===== src/rtl/pipeline_hazard_controller.sv =====
// Pipeline hazard controller: drives PC / IF-ID / ID-EX enables and clears for
// load-use stalls, taken-branch flushes and multi-cycle execute ops.
// Optional perf counters are built when PIPELINE_PERF_COUNTERS_EN is defined.
module pipeline_hazard_controller #(
  parameter int LOAD_DELAY     = 1,
  parameter int BRANCH_BUBBLES = 1,
  parameter int REG_BITS       = 5
) (
  input  logic                clock,
  input  logic                reset,
  input  logic                halt,
  input  logic [REG_BITS-1:0] decode_rs,
  input  logic [REG_BITS-1:0] decode_rt,
  input  logic                decode_uses_rs,
  input  logic                decode_uses_rt,
  input  logic [REG_BITS-1:0] execute_rd,
  input  logic                execute_is_load,
  input  logic                execute_branch_taken,
  input  logic                execute_busy,
  output logic                pc_enable,
  output logic                pc_branch_select,
  output logic                fd_enable,
  output logic                fd_reset,
  output logic                de_enable,
  output logic                de_reset,
  output logic [31:0]         stall_count,
  output logic [31:0]         flush_count
);

  localparam logic [1:0] RUN       = 2'd0;
  localparam logic [1:0] LOADSTALL = 2'd1;
  localparam logic [1:0] FLUSH     = 2'd2;
  localparam logic [1:0] BUSY      = 2'd3;

  localparam logic [2:0] BR_CNT = (BRANCH_BUBBLES > 0) ? 3'(BRANCH_BUBBLES - 1) : 3'd0;
  localparam logic [2:0] LD_CNT = (LOAD_DELAY > 1) ? 3'(LOAD_DELAY - 2) : 3'd0;

  logic [1:0] state_q, state_d;
  logic [2:0] cnt_q, cnt_d;
  logic       hz;

  // Register r0 is hardwired zero, so a load into it never creates a hazard.
  assign hz = execute_is_load && (execute_rd != '0) &&
              ((decode_uses_rs && (decode_rs == execute_rd)) ||
               (decode_uses_rt && (decode_rt == execute_rd)));

  always_comb begin
    pc_enable        = 1'b1;
    pc_branch_select = 1'b0;
    fd_enable        = 1'b1;
    fd_reset         = 1'b0;
    de_enable        = 1'b1;
    de_reset         = 1'b0;
    state_d          = state_q;
    cnt_d            = cnt_q;
    if (reset) begin
      pc_enable = 1'b0;
      fd_enable = 1'b0;
      de_enable = 1'b0;
      fd_reset  = 1'b1;
      de_reset  = 1'b1;
      state_d   = RUN;
      cnt_d     = 3'd0;
    end else if (halt) begin
      pc_enable = 1'b0;
      fd_enable = 1'b0;
      de_enable = 1'b0;
    end else begin
      case (state_q)
        LOADSTALL: begin
          pc_enable = 1'b0;
          fd_enable = 1'b0;
          de_reset  = 1'b1;
          if (cnt_q == 3'd0) state_d = RUN;
          else               cnt_d   = cnt_q - 3'd1;
        end
        FLUSH: begin
          fd_reset = 1'b1;
          de_reset = 1'b1;
          if (cnt_q == 3'd0) state_d = RUN;
          else               cnt_d   = cnt_q - 3'd1;
        end
        default: begin
          // BUSY falls through to the RUN evaluation on its completion cycle.
          if (execute_branch_taken) begin
            pc_branch_select = 1'b1;
            fd_reset         = 1'b1;
            de_reset         = 1'b1;
            if (BRANCH_BUBBLES > 0) begin
              state_d = FLUSH;
              cnt_d   = BR_CNT;
            end else begin
              state_d = RUN;
            end
          end else if (execute_busy) begin
            pc_enable = 1'b0;
            fd_enable = 1'b0;
            de_enable = 1'b0;
            state_d   = BUSY;
          end else if (hz) begin
            pc_enable = 1'b0;
            fd_enable = 1'b0;
            de_reset  = 1'b1;
            if (LOAD_DELAY > 1) begin
              state_d = LOADSTALL;
              cnt_d   = LD_CNT;
            end else begin
              state_d = RUN;
            end
          end else begin
            state_d = RUN;
          end
        end
      endcase
    end
  end

  always_ff @(posedge clock) begin
    if (reset) begin
      state_q <= RUN;
      cnt_q   <= 3'd0;
    end else begin
      state_q <= state_d;
      cnt_q   <= cnt_d;
    end
  end

`ifdef PIPELINE_PERF_COUNTERS_EN
  logic [31:0] stall_q, flush_q;

  always_ff @(posedge clock) begin
    if (reset) begin
      stall_q <= 32'h0;
      flush_q <= 32'h0;
    end else begin
      if (!pc_enable && !halt && (stall_q != 32'hFFFF_FFFF)) stall_q <= stall_q + 32'h1;
      if (fd_reset && (flush_q != 32'hFFFF_FFFF))            flush_q <= flush_q + 32'h1;
    end
  end

  assign stall_count = stall_q;
  assign flush_count = flush_q;
`else
  assign stall_count = 32'h0;
  assign flush_count = 32'h0;
`endif

endmodule


===== config.mk =====
export PLATFORM = sky130hd
export DESIGN_NAME = pipeline_hazard_controller
export DESIGN_NICKNAME = d
export VERILOG_FILES = /design/src/rtl/pipeline_hazard_controller.sv
export SDC_FILE = /design/constraint.sdc
export NUM_CORES = 1
export LEC_CHECK = 0
export ABC_AREA = 1
export CAP_MARGIN = 20
export CORE_ASPECT_RATIO = 2
export CORE_MARGIN = 2
export CORE_UTILIZATION = 35
export CTS_BUF_LIST = sky130_fd_sc_hd__clkbuf_16
export CTS_CLUSTER_SIZE = 40
export DETAILED_ROUTE_END_ITERATION = 10
export PLACE_DENSITY = 0.89
export SETUP_SLACK_MARGIN = 0.02
export SKIP_CTS_REPAIR_TIMING = 1
export SYNTH_ARGS = -nofsm -noshare
export SYNTH_HDL_FRONTEND = slang
export SYNTH_SLANG_ARGS = --single-unit

===== constraint.sdc =====
create_clock -name clock -period 2.9 [get_ports clock]
set_input_delay 0.58 -clock clock [delete_from_list [all_inputs] [get_ports clock]]
set_output_delay 0.58 -clock clock [all_outputs]
set_load 0.03 [all_outputs]

Word-level counts from Yosys, hierarchy flattened
Cells that the tools add are included.
{"block": "word_totals", "wordCells": 52, "reg_bits": 5, "output_inout_bits": 70}
{"block": "classes", "muxes": 31, "eq_ne": 6, "n_addsub": 1, "n_reduce_logical": 11, "n_bitwise": 1}
{"operator": "1-bit two-way mux", "n": 22}
{"operator": "5-bit equality test", "n": 2}
{"operator": "3-bit two-way mux", "n": 3}
{"operator": "2-bit two-way mux", "n": 4}
{"operator": "5-bit nonzero test", "n": 1}
{"operator": "1-bit logical AND", "n": 4}
{"operator": "1-bit one-hot mux with 2 select lines", "n": 2}
{"operator": "3-bit logical NOT", "n": 1}
{"operator": "3-bit AND reduction", "n": 1}
{"operator": "3-bit by 1-bit subtractor with 3-bit output (second input constant)", "n": 1}
{"operator": "2-bit by 1-bit equality test with 1-bit output (second input constant)", "n": 1}
{"operator": "2-bit equality test (second input constant)", "n": 1}
{"operator": "2-bit by 1-bit != test with 1-bit output (second input constant)", "n": 1}
{"operator": "2-bit != test (second input constant)", "n": 1}
{"operator": "2-bit AND reduction", "n": 1}
{"operator": "2-bit nonzero test", "n": 1}
{"operator": "2-bit OR reduction", "n": 1}
{"operator": "1-bit logical OR", "n": 1}
{"operator": "1-bit inverter", "n": 1}

Longest topological paths before layout
{"block": "logic_depth", "word_depth": 10, "mapped_depth": 10, "mapped_depth_nobuf": 9}

Worst setup path after synthesis
No wires, ideal clock.
{"block": "synth_timing", "kind": "flip-flop to output port", "start": "register state_q[0]", "end": "output port fd_reset", "required_ns": 2.320, "path_stages_with_launch": 6, "arrival_time_ns": 1.621, "setup_slack_ns": 0.699, "cell_sequence": "dfxtp_1 -> inv_1 -> ha_1 -> nand2_1 -> inv_2 -> o31ai_1"}
{"block": "synth_via", "elab_chain_cells": 4, "elab_cells_between_ends": 5}
{"item": "start, declared", "line_no": "38", "text": "logic [1:0] state_q, state_d;"}
{"item": "start signal, assigned", "line_no": "123", "text": "state_q <= state_d;"}
{"item": "2-bit equality test / 2-bit by 1-bit equality test with 1-bit output (equally long branches)", "line_no": "69", "text": "case (state_q)"}
{"item": "1-bit one-hot mux with 2 select lines *", "line_no": "69"}
{"item": "1-bit two-way mux *", "line_no": "64", "text": "end else if (halt) begin"}
{"item": "1-bit two-way mux *", "line_no": "56", "text": "if (reset) begin"}
{"item": "end, declared", "line_no": "23", "text": "output logic fd_reset,"}
Mark *: on every way between the ends. The rest lies on a longest branch, timed or not.

Worst setup path in the final report
{"block": "layout_timing", "start": "input port halt", "end": "output port pc_branch_select"}
{"block": "layout_via", "elab_chain_cells": 2}
{"item": "start, declared", "line_no": "11", "text": "input logic halt,"}
{"item": "1-bit two-way mux", "line_no": "64"}
{"item": "1-bit two-way mux", "line_no": "56"}
{"item": "end, declared", "line_no": "21", "text": "output logic pc_branch_select,"}
No other way between the ends.

==> flow_summary.json <==
{
  "post_synthesis_sequential_area_ratio_pct": 9.26,
  "synth_cell_type_count": 20,
  "firstDrtPassIters": 4,
  "worst_clock_skew_ns": 0.00231,
  "first_iter_violations": 13,
  "final_common_cell": "sky130_fd_sc_hd__conb_1",
  "layout_area_growth_over_synthesis_pct": 16.2,
  "layout_worst_path_cycle_share_pct": 94.2,
  "critical_path_required_ns": 2.32,
  "crit_fanout": 6,
  "total_congestion_overflow_after_global_routing": 0,
  "netlist_area_um2": 1080,
  "timing.critical_path.from_type": "primary input",
  "port_buffers": 28,
  "chipHeight_um": 82.6,
  "dr_total_vias": 959,
  "worstSetupPathType": "in2out",
  "finalSetupViolCount": 0,
  "status": "completed",
  "gpl.final_weighted_congestion": 0.798,
  "vias_in_the_first_global_route": 857,
  "postRouteWirelength_mm": 2.10,
  "final_antenna_net_count": 0,
  "root_buffer_cell": "sky130_fd_sc_hd__clkbuf_16",
  "power.total_uw": 593,
  "overall_die_area_um2": 3580,
  "grt_antenna_before_repair": 0,
  "pin_count_of_the_biggest_net_entering_global_routing": 7,
  "maxCapViolations": 0,
  "synth.ff_latch_count": 5,
  "clock_tree_from_tritoncts": "yes",
  "cts-buffers-inserted": 3,
  "wire_per_inst_um": 8.71,
  "fin_worst_hold_slack_ns": 0.476,
  "post_synth_edffs": 0,
  "final_cell_mix": "sky130_fd_sc_hd__conb_1, sky130_fd_sc_hd__nand2_1, sky130_fd_sc_hd__clkdlybuf4s50_1, sky130_fd_sc_hd__inv_1, sky130_fd_sc_hd__nor2_1",
  "grt_pass1_wl_mm": 3.17,
  "finalMaxSlewViolations": 0,
  "fillerInstances": 311,
  "ctsLongestPathBuffers": 2,
  "num-nets-final": 238,
  "clock_period_minus_worst_slack_ns": 2.73,
  "tritoncts_num_sinks": 5,
  "rsz0062_at_grt": "false",
  "post_synth.cell_area_avg_um2": 6.11,
  "drt-vias-per-instance": 3.98,
  "dominantRegCellSynth": "sky130_fd_sc_hd__dfxtp_1",
  "dp_hpwl_mm": 1.88,
  "max_freq_mhz": 366,
  "endpoint_kind": "output port",
  "min_path_type": "reg2reg",
  "starting_utilization_of_the_core_area_pct": 36.7,
  "synth_async_sr_flop_share_pct": 0,
  "clkSlewWorstSetupHoldPaths_ns": 0.03,
  "synth_cells": 177,
  "static-leakage-power_uw": 0.000781,
  "core.rowCount": 28,
  "grt_usage_pct": 11.7,
  "insertedDiodeCount": 0,
  "drt_drc_violations_left": 0,
  "pin_count": 93,
  "htree_levels": 1,
  "power.ir.vdd_worst_uv": 390,
  "final-hold-violation-count": 0,
  "crit_arrival_ns": 2.15,
  "fp.dieW_um": 43.3,
  "power.density_nw_per_um2": 472,
  "warnings_synthesis": 0,
  "fp.coreArea_um2": 2940,
  "share_of_cells_above_drive_strength_1_pct": 11.4,
  "clkLatencyLatePin_ns": 0.23
}
## per-layer routing
layer	up-vias	GRT usage [%]	part of all wire, %
li1	480	-	-
met1	407	7.55	29
met2	68	26.7	57
met3	4	3.04	13
met4	0	4.85	1.2
met5	-	0	0
## synth_stat cells (2+ instances only)
library cell | number | area [um^2]
sky130_fd_sc_hd__nand2_1 | 37 | 139
sky130_fd_sc_hd__a21oi_1 | 6 | 30.0
sky130_fd_sc_hd__nor2_1 | 14 | 52.6
sky130_fd_sc_hd__nand3_1 | 6 | 30.0
sky130_fd_sc_hd__dfxtp_1 | 5 | 100
sky130_fd_sc_hd__inv_1 | 18 | 67.6
sky130_fd_sc_hd__nand2_2 | 2 | 12.5
sky130_fd_sc_hd__buf_4 | 65 | 488
sky130_fd_sc_hd__ha_1 | 3 | 37.5
sky130_fd_sc_hd__inv_2 | 9 | 33.8
sky130_fd_sc_hd__o21ai_1 | 3 | 15.0
## logic make-up after synthesis
kind of cell,count (synthesis),share of synthesized area (%)
buffers and inverters,92,54.5
other,1,0.347
adders and majority gates,3,3.47
AOI/OAI and AO/OA,13,7.52
and+or+nand+nor,63,24.9
DFF,5,9.26
## final timing paths
check | from | to | slack, ns | depth (start not counted)
worst min-delay path | state_q[0]$_SDFFE_PP0P_ | state_q[0]$_SDFFE_PP0P_ | 0.48 | 2
worst max-delay path | halt | pc_branch_select | 0.17 | 6
worst min register to register | state_q[0]$_SDFFE_PP0P_ | state_q[0]$_SDFFE_PP0P_ | 0.48 | 2
worst max register to register | state_q[0]$_SDFFE_PP0P_ | cnt_q[2]$_SDFFE_PP0P_ | 1.47 | 8
## area by class of cell
type	count	area [um^2]	area share, %
Timing Repair Buffer	32	310	24.7
Sequential cell	5	100	7.97
Tap cell	30	37.5	2.99
Clock inverter	1	3.75	0.299
Multi-Input combinational cell	143	628	50.0
Inverter	27	101	8.07
Clock buffer	3	75.1	5.98
## per-stage QoR
step	setup TNS, ns	util (%)	area (um^2)	cells	setup slack, ns
floorplan	0	-	1320	240	0.699
global placement	-0.0137	39.8	1170	237	-0.0137
detailed placement	-0.0620	39.8	1170	237	-0.0620
CTS	-0.0664	42.5	1250	241	-0.0664
global route	0	42.7	1260	241	0.0653
finish	0	42.7	1260	241	0.167
## where the power goes
part / total, uW / internal [uW] / switching, uW
clock network: 221 / 178 / 43.0
logic: 290 / 79.8 / 210
registers: 82.2 / 78.5 / 3.66
total: 593 / 337 / 257
## registers in the layout (all words and copies together), names as in the netlist
signal / count
cnt_q: 3
state_q: 2
## worst max-delay path, stage by stage
cell,delay [ns]
sky130_fd_sc_hd__clkdlybuf4s50_1,0.46
sky130_fd_sc_hd__inv_2,0.08
sky130_fd_sc_hd__buf_4,0.15
sky130_fd_sc_hd__nand3_1,0.09
sky130_fd_sc_hd__nor2_1,0.10
sky130_fd_sc_hd__clkdlybuf4s50_1,0.69
Power figures use the tool's default switching activity.
